$ cat src/rtl/mem_port_arbiter.sv
`default_nettype none
// ============================================================================
//  Module   : mem_port_arbiter
//  Brief    : Serialises CPU fetch and data requests onto one 64-bit memory
//             port, one outstanding transaction at a time.
//  Revision : 1.0  initial release
// ============================================================================
module mem_port_arbiter #(
    parameter int ADDR_W     = 64,
    parameter int DATA_W     = 64,
    parameter int STARVE_MAX = 4
) (
    input  logic              clk,
    input  logic              rst_n,
    input  logic              i_req,
    input  logic [ADDR_W-1:0] i_addr,
    output logic [31:0]       i_rdata,
    output logic              i_ack,
    input  logic              d_req,
    input  logic              d_we,
    input  logic [ADDR_W-1:0] d_addr,
    input  logic [DATA_W-1:0] d_wdata,
    output logic [DATA_W-1:0] d_rdata,
    output logic              d_ack,
    output logic              m_valid,
    input  logic              m_ready,
    output logic              m_we,
    output logic [ADDR_W-1:0] m_addr,
    output logic [DATA_W-1:0] m_wdata,
    input  logic              m_rvalid,
    input  logic [DATA_W-1:0] m_rdata,
    output logic              busy
);

    localparam int SC_W = $clog2(STARVE_MAX + 1);
    localparam logic [SC_W-1:0] STARVE_LIM = SC_W'(STARVE_MAX);

    localparam logic [1:0] ST_IDLE   = 2'd0;
    localparam logic [1:0] ST_CMD    = 2'd1;
    localparam logic [1:0] ST_RDWAIT = 2'd2;
    localparam logic [1:0] ST_RESP   = 2'd3;

    logic [1:0]        state_q,   state_d;
    logic              m_valid_q, m_valid_d;
    logic              m_we_q,    m_we_d;
    logic [ADDR_W-1:0] m_addr_q,  m_addr_d;
    logic [DATA_W-1:0] m_wdata_q, m_wdata_d;
    logic              own_d_q,   own_d_d;    // 1 = data port owns the transaction
    logic              lane_q,    lane_d;
    logic [31:0]       i_rdata_q, i_rdata_d;
    logic [DATA_W-1:0] d_rdata_q, d_rdata_d;
    logic [SC_W-1:0]   starve_q,  starve_d;
    logic              fetch_win;

    always_comb begin
        state_d   = state_q;
        m_valid_d = m_valid_q;
        m_we_d    = m_we_q;
        m_addr_d  = m_addr_q;
        m_wdata_d = m_wdata_q;
        own_d_d   = own_d_q;
        lane_d    = lane_q;
        i_rdata_d = i_rdata_q;
        d_rdata_d = d_rdata_q;
        starve_d  = starve_q;
        fetch_win = 1'b0;

        case (state_q)
            ST_IDLE: begin
                if (i_req || d_req) begin
                    // Data is the older pipeline op, but a waiting fetch is forced through once starved.
                    fetch_win = i_req && (!d_req || (starve_q == STARVE_LIM));
                    state_d   = ST_CMD;
                    m_valid_d = 1'b1;
                    own_d_d   = !fetch_win;
                    lane_d    = i_addr[2];
                    m_we_d    = fetch_win ? 1'b0   : d_we;
                    m_addr_d  = fetch_win ? i_addr : d_addr;
                    m_wdata_d = fetch_win ? '0     : d_wdata;
                    if (!fetch_win && i_req)
                        starve_d = (starve_q == STARVE_LIM) ? starve_q : starve_q + 1'b1;
                    else
                        starve_d = '0;
                end
            end
            ST_CMD: begin
                if (m_ready) begin
                    m_valid_d = 1'b0;
                    state_d   = m_we_q ? ST_RESP : ST_RDWAIT;
                end
            end
            ST_RDWAIT: begin
                if (m_rvalid) begin
                    if (own_d_q)
                        d_rdata_d = m_rdata;
                    else
                        i_rdata_d = lane_q ? m_rdata[63:32] : m_rdata[31:0];
                    state_d = ST_RESP;
                end
            end
            ST_RESP:  state_d = ST_IDLE;
            default:  state_d = ST_IDLE;
        endcase
    end

    always_ff @(posedge clk or negedge rst_n) begin
        if (!rst_n) begin
            state_q   <= ST_IDLE;
            m_valid_q <= 1'b0;
            m_we_q    <= 1'b0;
            m_addr_q  <= '0;
            m_wdata_q <= '0;
            own_d_q   <= 1'b0;
            lane_q    <= 1'b0;
            i_rdata_q <= '0;
            d_rdata_q <= '0;
            starve_q  <= '0;
        end else begin
            state_q   <= state_d;
            m_valid_q <= m_valid_d;
            m_we_q    <= m_we_d;
            m_addr_q  <= m_addr_d;
            m_wdata_q <= m_wdata_d;
            own_d_q   <= own_d_d;
            lane_q    <= lane_d;
            i_rdata_q <= i_rdata_d;
            d_rdata_q <= d_rdata_d;
            starve_q  <= starve_d;
        end
    end

    assign i_ack   = (state_q == ST_RESP) && !own_d_q;
    assign d_ack   = (state_q == ST_RESP) &&  own_d_q;
    assign busy    = (state_q != ST_IDLE);
    assign m_valid = m_valid_q;
    assign m_we    = m_we_q;
    assign m_addr  = m_addr_q;
    assign m_wdata = m_wdata_q;
    assign i_rdata = i_rdata_q;
    assign d_rdata = d_rdata_q;

endmodule
`default_nettype wire

$ cat config.mk
export PLATFORM = sky130hd
export DESIGN_NAME = mem_port_arbiter
export DESIGN_NICKNAME = d
export VERILOG_FILES = /design/src/rtl/mem_port_arbiter.sv
export SDC_FILE = /design/constraint.sdc
export NUM_CORES = 1
export LEC_CHECK = 0
export CAP_MARGIN = 5
export CORE_UTILIZATION = 25
export CTS_BUF_LIST = sky130_fd_sc_hd__clkbuf_16
export CTS_CLUSTER_SIZE = 30
export DETAILED_ROUTE_END_ITERATION = 6
export PLACE_DENSITY = 0.62
export RECOVER_POWER = 100
export REMOVE_ABC_BUFFERS = 1
export SYNTH_ARGS = -nofsm -noshare
export SYNTH_HDL_FRONTEND = slang
export SYNTH_SLANG_ARGS = --single-unit
export TNS_END_PERCENT = 100
$ cat constraint.sdc
create_clock -name clk -period 2.4 [get_ports clk]
set_clock_uncertainty 0.2 [all_clocks]
set_input_delay 0.6 -clock clk [delete_from_list [all_inputs] [get_ports clk]]
set_output_delay 0.6 -clock clk [all_outputs]
set_load 0.005 [all_outputs]
-- Yosys cells after proc, flatten, opt, wreduce, memory -nomap -nowiden
Cells that the tools add are included.
- reduce and logical (&&, ||, !) cells: 18
- muxes and demuxes: 14
- equality and inequality tests: 8
- add/sub/neg operators: 1
- bitwise operators: 1
- operators by type and width (kind ; count):
    2-to-1 mux 64 bit ; 2
    2-to-1 mux 32 bit ; 1
    AND reduction 3 bit ; 5
    != test 2 bit (second input constant) ; 4
    one-hot mux 2 bit (4 select lines) ; 1
    2-to-1 mux 2 bit ; 3
    2-to-1 mux 3 bit ; 2
    == test 2 bit (second input constant) ; 2
    logical AND 1 bit ; 4
    2-to-1 mux 1 bit ; 4
    nonzero test 2 bit ; 2
    adder 3 x 1 -> 3 bit (second input constant) ; 1
    == test 3 bit (second input constant) ; 1
    logical NOT 1 bit ; 3
    == test 2 x 1 -> 1 bit (second input constant) ; 1
    logical NOT 2 bit ; 1
    logical OR 1 bit ; 2
    one-hot mux 1 bit (2 select lines) ; 1
    AND reduction 2 bit ; 1
    NOT 1 bit ; 1
- input port bits: 263
- output and inout bits: 229
- logic and storage cells: 52
- flip-flop bits (word level): 233

-- Depth between registers and ports, before layout
Gate-level depths: netlist (run 1).
- depth after elaboration: 7
- mapped depth: 9
- gate-level depth less buffers: 5

-- Worst setup path after synthesis (run 1)
Ideal clock, no wire load.
- path kind: register to output
- start: register state_q[0]
- end: output port busy
- arrival time: 1.057 ns
- data required time: 1.600 ns
- buffers on the path: 2
- path slack: 0.543 ns
- cell stages (with the launch flop): 6
- path through: dfrtp_1 > inv_1 > ha_1 > buf_2 > buf_2 > inv_1
- word-level cells in the longest chain between the ends: 1
- ends and longest elaborated chain (item ; RTL line ; source):
    start, declared ; 43 ; logic [1:0] state_q, state_d;
    start signal, assigned ; 119 ; state_q <= state_d;
    nonzero test 2 bit ; 134 ; assign busy = (state_q != ST_IDLE);
    end, declared ; 32 ; output logic busy
Every way passes these cells.

-- Worst setup path after layout (run 1)
- start: register m_wdata_q[59], in the netlist m_wdata[59]
- end: output port m_wdata[59]
- RTL lines (item ; RTL line ; source):
    start, declared ; 47 ; logic [DATA_W-1:0] m_wdata_q, m_wdata_d;
    start signal, assigned ; 123 ; m_wdata_q <= m_wdata_d;
    end, declared ; 29 ; output logic [DATA_W-1:0] m_wdata,
No word-level cell between the ends.

==> results of run 1 <==
## metrics by stage
step | power [uW] | setup TNS, ps | hold slack, ps | instances
finish | 18600 | 0 | 270 | 1999
global route | 19900 | 0 | 288 | 1999
CTS | 20000 | -23.7 | 282 | 1996
detailed placement | 16100 | -628 | 269 | 1945
global placement | 15900 | 0 | 261 | 1945
floorplan | 10400 | -432590 | 104 | 890
## area by class of cell
| cell class | count | area (sq um) | area share (%) |
|---|---|---|---|
| Clock inverter | 20 | 95.1 | 0.581 |
| Inverter | 8 | 30.0 | 0.183 |
| Multi-Input combinational cell | 649 | 3820 | 23.3 |
| Clock buffer | 27 | 676 | 4.13 |
| Timing Repair Buffer | 530 | 5250 | 32.1 |
| Sequential cell | 233 | 5830 | 35.6 |
| Tap cell | 532 | 666 | 4.06 |
## power by group
group	internal, uW	leakage (uW)	switching [uW]
logic	4480	0.00371	3700
clock network	2030	0.000401	1630
registers	5780	0.00289	988
total	12300	0.00700	6320
## final timing paths
check / endpoint / start / slack [ps] / cells after the start
worst max-delay path: m_wdata[59] / m_wdata[59]$_DFFE_PN0P_ / 40 / 1
worst min-delay path: i_rdata[1]$_DFFE_PN0P_ / i_rdata[1]$_DFFE_PN0P_ / 270 / 2
worst max register to register: m_addr[47]$_DFFE_PN0P_ / state_q[1]$_DFFE_PN0P_ / 160 / 8
worst min register to register: i_rdata[1]$_DFFE_PN0P_ / i_rdata[1]$_DFFE_PN0P_ / 270 / 2
max in group asynchronous: m_addr[42]$_DFFE_PN0P_ / rst_n / 350 / 3
min in group asynchronous: i_rdata[12]$_DFFE_PN0P_ / rst_n / 400 / 2
## registers in the layout (all words and copies together), names as in the netlist
register,count
m_addr,64
d_rdata,64
m_we,1
i_rdata,32
lane_q,1
m_wdata,64
own_d_q,1
starve_q,3
state_q,2
m_valid,1
## placed cells by master, fill, tap and decap left out, drive strengths merged, types with 3 or more instances in the layout
cell	n
a21oi	3
buf	23
clkbuf	45
clkdlybuf4s50	277
clkinv	11
dfrtp	233
dlygate4sd3	210
ha	6
inv	15
mux2	65
mux2i	32
nand2	295
nand4	64
nor2	3
o211ai	64
o21ai	99
## timing repair
item / in CTS / in global routing
resized for setup: 7 / 5
setup buffers: 3 / 3
pin swaps: 0 / 1
hold buffers: 1 / 0
endpoints found under the setup margin: 3 / 9
endpoints found under the hold margin: 40 / 0
## routing by layer
| metal | vias to the layer above | wire (microns) |
|---|---|---|
| li1 | 4323 | - |
| met1 | 4547 | 14800 |
| met2 | 425 | 17800 |
| met3 | 58 | 3790 |
| met4 | 4 | 959 |
| met5 | - | 28 |
## kinds of logic after synthesis
logic type | synth area share, %
AND/OR/NAND/NOR | 15.2
flip-flops | 56.2
AO/OA/AOI/OAI | 13.4
multiplexers | 10.2
buffers and inverters | 4.32
adder cells (fa/ha/maj) | 0.724
==> out/results.ini, run 1 <==
[outcome]
status = finished, final reports clean

[route]
wl_per_cell_microns = 18.7
drt-pass1-iter-count = 4
drc = 0
vias = 9357
drt-total-wl_microns = 37400
route.antenna.remaining_nets = 0
avgViaCountPerCell = 4.68
drtIter0Drc = 363

[sta]
setup_violations = 0
period_share_pct = 98.3
relSlewSlack_pct = 38.8
hold_viol = 0
max_clock_freq_mhz = 424
drv_slew = 0
fin_ws_ps = 41.7
rsz0062_at_grt = no
fin_crit_ps = 2360
worstMarginPinSlew_ps = 918

[worst_setup_path]
crit_family = buffers and inverters
cp-end-kind = output pin
crit_required_ps = 1600
crit_fanout = 2
critPathLaunchType = flip-flop
cp_num_buf_inv = 1
critical_path_class = flip-flop to output pin
arrival_ps = 1560
crit_slowest_cell = dlygate4sd3_1
path_cells = dlygate4sd3_1
slowest_delay_ps = 640

[cells_and_area]
drive_gt1_share_pct = 9.95
num_antenna_cells = 0
postLayoutCoreUtil_pct = 40.1
nNetsFinal = 1718
stdcell_area_sq_um = 16400
nFillCells = 4055
syn_to_final_growth_pct = 58.0

[floorplan]
chipHeight_microns = 206
rows = 74
start_util_pct = 25.4
die_x_microns = 206
die_area_sq_um = 42300
core-area_sq_um = 40800
ios = 492

[global_routing]
use_met3_pct = 5.70
grt_usage_pct = 16.7
grt_pass1_vias = 9635
use_met2_pct = 28.5
grt_use_met1_pct = 19.6
grt_max_degree = 73
grt_pass1_wl_microns = 55200
grt.busiest_layer = met2
grt-ovfl-total = 0
antenna_found_initial = 2

[place]
hpwlAfterDp_microns = 27100
place_congestion = 0.784
io_buffers = 491
placed_area_sq_um = 16000
place_ws_ps = -37.3

[logic_synthesis]
yosysSeqAreaShare_pct = 56.2
synthCells = 971
synthArstFlopShare_pct = 100
synth-edff-count = 0
yosysUniqueCellTypes = 36
ys_top_cells_by_area = dfrtp_1 (56%), nand2_1 (11%), o211ai_2 (7.2%)
synth_top_cell_area_share_pct = 56.2
synth_top_cells_by_count = nand2_1 (295), dfrtp_1 (233), mux2_2 (65), nand4_1 (64), o21ai_0 (63)
syn_area_sq_um = 10400
yosysTopAreaCell = dfrtp_1
syn_avg_cell_area_sq_um = 10.7
ys.flop_type = dfrtp_1
synth_seq_cells = 233
synth_most_common_cell = nand2_1
synth_warnings = 0

[clocking]
clk_pin_slew_ps = 60
clk_latency_ps = 540
cts-buffers-inserted = 27
cts_tree = done
cts_sinks = 233
htreeDepth = 1
cts_buffer_depth = 3
clock-root-buffer = clkbuf_16

[min_path]
hp-class = flip-flop to flip-flop

[pwr]
leakage_uw = 0.00700
max-vdd-ir-drop_mv = 0.489
p_per_area_nw_per_um2 = 1140

[flow_run]
cap_violations = 0

Note: power is estimated with default switching activity, not from simulation.
==> inputs of run 2 (changes only) <==
==> constraint.sdc (replaced) <==
create_clock -name clk -period 2.4 [get_ports clk]
set_clock_uncertainty 0.2 [all_clocks]
set_input_delay 0.48 -clock clk [delete_from_list [all_inputs] [get_ports clk]]
set_output_delay 0.48 -clock clk [all_outputs]
set_load 0.005 [all_outputs]
==> run 2 against run 1 <==
Clock power barely moved. Sequential power barely moved. Critical path depth rose by 3. Utilization rose by 0.089 points. Register-to-register slack improved by 70 ps. Non-clock buffer count fell by 6. Global-route usage fell by 0.13 points. Sequential cell count did not move.
==> out/results.ini, run 2 (synthesis results as in run 1) <==
[outcome]
status = finished, final reports clean  ; unchanged

[global_routing]
grt_pass1_wl_microns = 54700  ; was 55200 microns
antenna_found_initial = 3  ; was 2
grt_pass1_vias = 9398  ; was 9635
grt-ovfl-total = 0  ; unchanged
grt_max_degree = 78  ; was 73
grt_usage_pct = 16.6  ; was 16.7%

[cells_and_area]
drive_gt1_share_pct = 10.4  ; was 9.95%
stdcell_area_sq_um = 16400  ; about the same
postLayoutCoreUtil_pct = 40.2  ; was 40.1%
nNetsFinal = 1712  ; was 1718
num_antenna_cells = 0  ; unchanged
syn_to_final_growth_pct = 58.3  ; was 58.0%
final_common_cell = nand2_1  ; unchanged
nFillCells = 4023  ; was 4055
final_cells = 1993  ; was 1999
final_cell_mix = nand2_1 (295), clkdlybuf4s50_1 (260), dfrtp_1 (232)  ; was nand2_1 (295), clkdlybuf4s50_1 (277), dfrtp_1 (232)

[place]
dp_cells = 1943  ; was 1945
placed_area_sq_um = 15900  ; was 16000 sq um
place_congestion = 0.786  ; was 0.784
io_buffers = 491  ; unchanged
hpwlAfterDp_microns = 26700  ; was 27100 microns

[clocking]
clk_pin_slew_ps = 60  ; about the same
htreeDepth = 1  ; unchanged
clk_latency_ps = 540  ; about the same
cts_buffer_depth = 3  ; unchanged
cts-buffers-inserted = 27  ; unchanged
cts_sinks = 233  ; unchanged
cts_tree = done  ; unchanged
clock-root-buffer = clkbuf_16  ; unchanged

[route]
route.antenna.remaining_nets = 0  ; unchanged
drtIter0Drc = 294  ; was 363
wl_per_cell_microns = 18.6  ; was 18.7 microns
drc = 0  ; unchanged
drt-pass1-iter-count = 4  ; unchanged
vias = 9226  ; was 9357
avgViaCountPerCell = 4.63  ; was 4.68
drt-total-wl_microns = 37100  ; was 37400 microns

[floorplan]
rows = 74  ; unchanged
die_x_microns = 206  ; unchanged
ios = 492  ; unchanged
core-area_sq_um = 40800  ; unchanged
chipHeight_microns = 206  ; unchanged
start_util_pct = 25.4  ; unchanged
die_area_sq_um = 42300  ; unchanged

[sta]
worstMarginPinSlew_ps = 1440  ; was 918 ps
fin_crit_ps = 2310  ; was 2360 ps
max_clock_freq_mhz = 432  ; was 424 MHz
drv_slew = 0  ; unchanged
hold_viol = 0  ; unchanged
setup_violations = 0  ; unchanged
rsz0062_at_grt = no  ; unchanged
holdWs_ps = 186  ; was 270 ps
period_share_pct = 96.4  ; was 98.3%
relSlewSlack_pct = 3.89  ; was 38.8%

[worst_setup_path]
crit_slowest_cell = dfrtp_1  ; was dlygate4sd3_1
crit_family = buffers and inverters  ; unchanged
crit_fanout = 5  ; was 2
crit_required_ps = 1720  ; was 1600 ps
path_common_cell = inv_1
slowest_delay_ps = 400  ; was 640 ps
critical_path_class = flip-flop to output pin  ; unchanged
cp-end-kind = output pin  ; unchanged
critPathLaunchType = flip-flop  ; unchanged
arrival_ps = 1630  ; was 1560 ps
cp_num_buf_inv = 3  ; was 1
path_cells = inv_1 > ha_4 > inv_1 > dlygate4sd2_1  ; was dlygate4sd3_1

[flow_run]
cap_violations = 0  ; unchanged

[pwr]
leakage_uw = 0.00709  ; was 0.00700 uW
p_per_area_nw_per_um2 = 1130  ; was 1140 nW/um^2
finalPower_uw = 18500  ; was 18600 uW
max-vdd-ir-drop_mv = 0.381  ; was 0.489 mV

[min_path]
hp-class = primary input to flip-flop  ; was flip-flop to flip-flop

run 2: metal layers:
metal,wire [microns],track usage (%),vias up
met1,15100,20.0,4447
met5,39,0,-
li1,-,-,4318
met3,3550,5.42,53
met4,812,4.44,6
met2,17600,28.2,402
run 2: final timing paths:
check	endpoint	slack [ps]	from	cells after the start
hold / removal	m_addr[45]$_DFFE_PN0P_	190	i_req	3
setup reg to reg	m_addr[55]$_DFFE_PN0P_	230	state_q[0]$_DFFE_PN0P_	7
max in group asynchronous	d_rdata[33]$_DFFE_PN0P_	270	rst_n	3
min in group asynchronous	d_rdata[1]$_DFFE_PN0P_	610	rst_n	2
setup / recovery	busy	90	state_q[0]$_DFFE_PN0P_	4
hold reg to reg	i_rdata[14]$_DFFE_PN0P_	270	i_rdata[14]$_DFFE_PN0P_	2
run 2: cell type report:
cell class	instances	area [sq um]	area share, %
clock buffer	27	676	4.12
clock inverter	20	95.1	0.579
inverter	8	30.0	0.183
multi-input combinational	649	3870	23.6
sequential	233	5830	35.5
tap	532	666	4.06
timing repair buffer	524	5240	31.9
run 2: per-stage QoR:
| step | setup WS (ps) | setup TNS (ps) |
|---|---|---|
| 2_1_floorplan | -3400 | -432470 |
| 3_3_place_gp | 68.2 | 0 |
| 3_5_place_dp | 61.8 | 0 |
| 4_1_cts | 14.8 | 0 |
| 5_1_grt | 4.88 | 0 |
| 6_report | 87.4 | 0 |
run 2: worst register-to-register path, delay by kind of cell (launching register included):
kind | cells | cell delay (ps)
adders and majority gates | 1 | 180
and+or+nand+nor | 1 | 100
DFF | 1 | 400
buffers and inverters | 3 | 720
AOI/OAI and AO/OA | 2 | 480
run 2: power by group:
group / total [uW] / switching, uW / internal (uW)
logic: 8120 / 3680 / 4430
registers: 6750 / 965 / 5780
clock network: 3660 / 1640 / 2020
total: 18500 / 6290 / 12200
run 2: repair_timing:
action	4_1_cts	5_1_grt
hold endpoints to repair	42	0
setup buffers	2	0
resized for setup	3	1
setup endpoints to repair	3	1
hold buffers	1	0
==> inputs of run 3 (changes only) <==
--- a/config.mk
+++ b/config.mk
@@ -6,6 +6,7 @@
 export NUM_CORES = 1
 export LEC_CHECK = 0
 export CAP_MARGIN = 5
+export CORE_MARGIN = 2
 export CORE_UTILIZATION = 25
 export CTS_BUF_LIST = sky130_fd_sc_hd__clkbuf_16
 export CTS_CLUSTER_SIZE = 30
==> run 3 against run 2 <==
Critical endpoint is now d_ack. Die area grew 2.0%. First-iteration DRC count rose by 43%. Cell count is 0.10% higher.
==> out/results.ini, run 3 (synthesis results as in run 1) <==
[floorplan]
die_area_sq_um = 43100  ; was 42300 sq um
start_util_pct = 25.3  ; was 25.4%
ios = 492  ; unchanged
chipHeight_microns = 208  ; was 206 microns
core-area_sq_um = 40900  ; was 40800 sq um
die_x_microns = 208  ; was 206 microns
rows = 74  ; unchanged

[place]
hpwlAfterDp_microns = 27100  ; was 26700 microns
placed_area_sq_um = 16000  ; was 15900 sq um
dp_cells = 1940  ; was 1943
io_buffers = 491  ; unchanged
place_congestion = 0.796  ; was 0.786

[cells_and_area]
postLayoutCoreUtil_pct = 41.0  ; was 40.2%
ff_latch_area_sq_um = 5830  ; unchanged
final_cell_mix = clkdlybuf4s50_1 (486), nand2_1 (295), dfrtp_1 (232)  ; was nand2_1 (295), clkdlybuf4s50_1 (260), dfrtp_1 (232)
final_cells = 1995  ; was 1993
final_common_cell = clkdlybuf4s50_1  ; was nand2_1
stdcell_area_sq_um = 16800  ; was 16400 sq um
drive_gt1_share_pct = 13.7  ; was 10.4%
nNetsFinal = 1711  ; was 1712
nFillCells = 3986  ; was 4023
multiInputGateArea_sq_um = 4110  ; was 3870 sq um
syn_to_final_growth_pct = 61.7  ; was 58.3%

[sta]
worstMarginPinSlew_ps = 1070  ; was 1440 ps
relSlewSlack_pct = 28.6  ; was 3.89%
fin_crit_ps = 2320  ; was 2310 ps
final.setup.tns_ps = 0  ; unchanged
setup_violations = 0  ; unchanged
hold_viol = 0  ; unchanged
rsz0062_at_grt = no  ; unchanged
period_share_pct = 96.8  ; was 96.4%
max_clock_freq_mhz = 430  ; was 432 MHz
drv_slew = 0  ; unchanged
holdWs_ps = 268  ; was 186 ps

[pwr]
leakage_uw = 0.00708  ; was 0.00709 uW
p_per_area_nw_per_um2 = 1180  ; was 1130 nW/um^2
max-vdd-ir-drop_mv = 0.497  ; was 0.381 mV

[global_routing]
grt_pass1_wl_microns = 57800  ; was 54700 microns
use_met2_pct = 28.2  ; about the same
grt.busiest_layer = met2  ; unchanged
antenna_found_initial = 3  ; unchanged
grt_max_degree = 69  ; was 78
grt_usage_pct = 16.7  ; was 16.6%
grt_pass1_vias = 9839  ; was 9398
use_met3_pct = 5.60  ; was 5.42%
grt-ovfl-total = 0  ; unchanged
grt_use_met1_pct = 20.2  ; was 20.0%

[clocking]
clock-root-buffer = clkbuf_16  ; unchanged
cts_sinks = 233  ; unchanged
clk_latency_ps = 530  ; was 540 ps
cts_buffer_depth = 3  ; unchanged
cts-buffers-inserted = 27  ; unchanged
clk_pin_slew_ps = 60  ; about the same
htreeDepth = 1  ; unchanged
cts_tree = done  ; unchanged

[worst_setup_path]
crit_required_ps = 1720  ; about the same
arrival_ps = 1640  ; was 1630 ps
cp-end-kind = output pin  ; unchanged
crit_fanout = 4  ; was 5
critical_path_class = flip-flop to output pin  ; unchanged
critPathLaunchType = flip-flop  ; unchanged

[route]
wl_per_cell_microns = 18.8  ; was 18.6 microns
drtIter0Drc = 421  ; was 294
route.antenna.remaining_nets = 0  ; unchanged
drt-total-wl_microns = 37600  ; was 37100 microns
drc = 0  ; unchanged
avgViaCountPerCell = 4.66  ; was 4.63
vias = 9287  ; was 9226
drt-pass1-iter-count = 4  ; unchanged

[flow_run]
cap_violations = 0  ; unchanged

[min_path]
hp-class = primary input to flip-flop  ; unchanged

[outcome]
status = finished, final reports clean  ; unchanged

[run 3: per-layer routing]
metal / vias to the layer above / routed length (microns)
met4: 4 / 1030
met3: 65 / 3430
met5: - / 25
met2: 405 / 17700
li1: 4304 / -
met1: 4509 / 15400
[run 3: per-stage QoR]
stage / total power (uW) / worst slack (ps)
after detailed placement: 16100 / 180
final: 19700 / 75.8
after floorplan: 10400 / -3400
after CTS: 20100 / 13.0
after global routing: 21000 / 0.932
after global placement: 15900 / 201
[run 3: area by class of cell]
cell class | instances | area share (%)
Antenna cell | 1 | 0.0149
Clock buffer | 27 | 4.03
Clock inverter | 22 | 0.731
Inverter | 8 | 0.179
Multi-Input combinational cell | 649 | 24.5
Sequential cell | 233 | 34.8
Tap cell | 532 | 3.97
Timing Repair Buffer | 523 | 31.8
[run 3: worst paths after layout]
kind                                    startpoint                       to  slack (ps)  depth (start not counted)
max in group asynchronous                    rst_n  m_wdata[36]$_DFFE_PN0P_         290                          3
min                                          i_req    m_addr[2]$_DFFE_PN0P_         270                          3
max reg2reg                 state_q[0]$_DFFE_PN0P_  m_wdata[23]$_DFFE_PN0P_         300                          6
min in group asynchronous                    rst_n  d_rdata[62]$_DFFE_PN0P_         480                          2
min reg2reg                m_wdata[25]$_DFFE_PN0P_  m_wdata[25]$_DFFE_PN0P_         280                          2
max                         state_q[1]$_DFFE_PN0P_                    d_ack          80                          4
[run 3: worst max-delay path: stages, from the launching register on]
cell	delay [ps]
dfrtp_1	420
buf_4	150
ha_1	170
and2_1	160
clkdlybuf4s15_1	210
[run 3: power breakdown]
group,switching [uW],leakage (uW),internal (uW),total [uW]
Sequential,1070,0.00289,5790,6860
Combinational,3800,0.00377,5290,9090
Clock,1640,0.000417,2130,3770
[run 3: timing repair]
action / in CTS / in global routing
endpoints found under the setup margin: 3 / 2
hold endpoints to repair: 84 / 0
gates resized for setup: 6 / 2
hold buffers: 1 / 0
setup buffers: 3 / 1
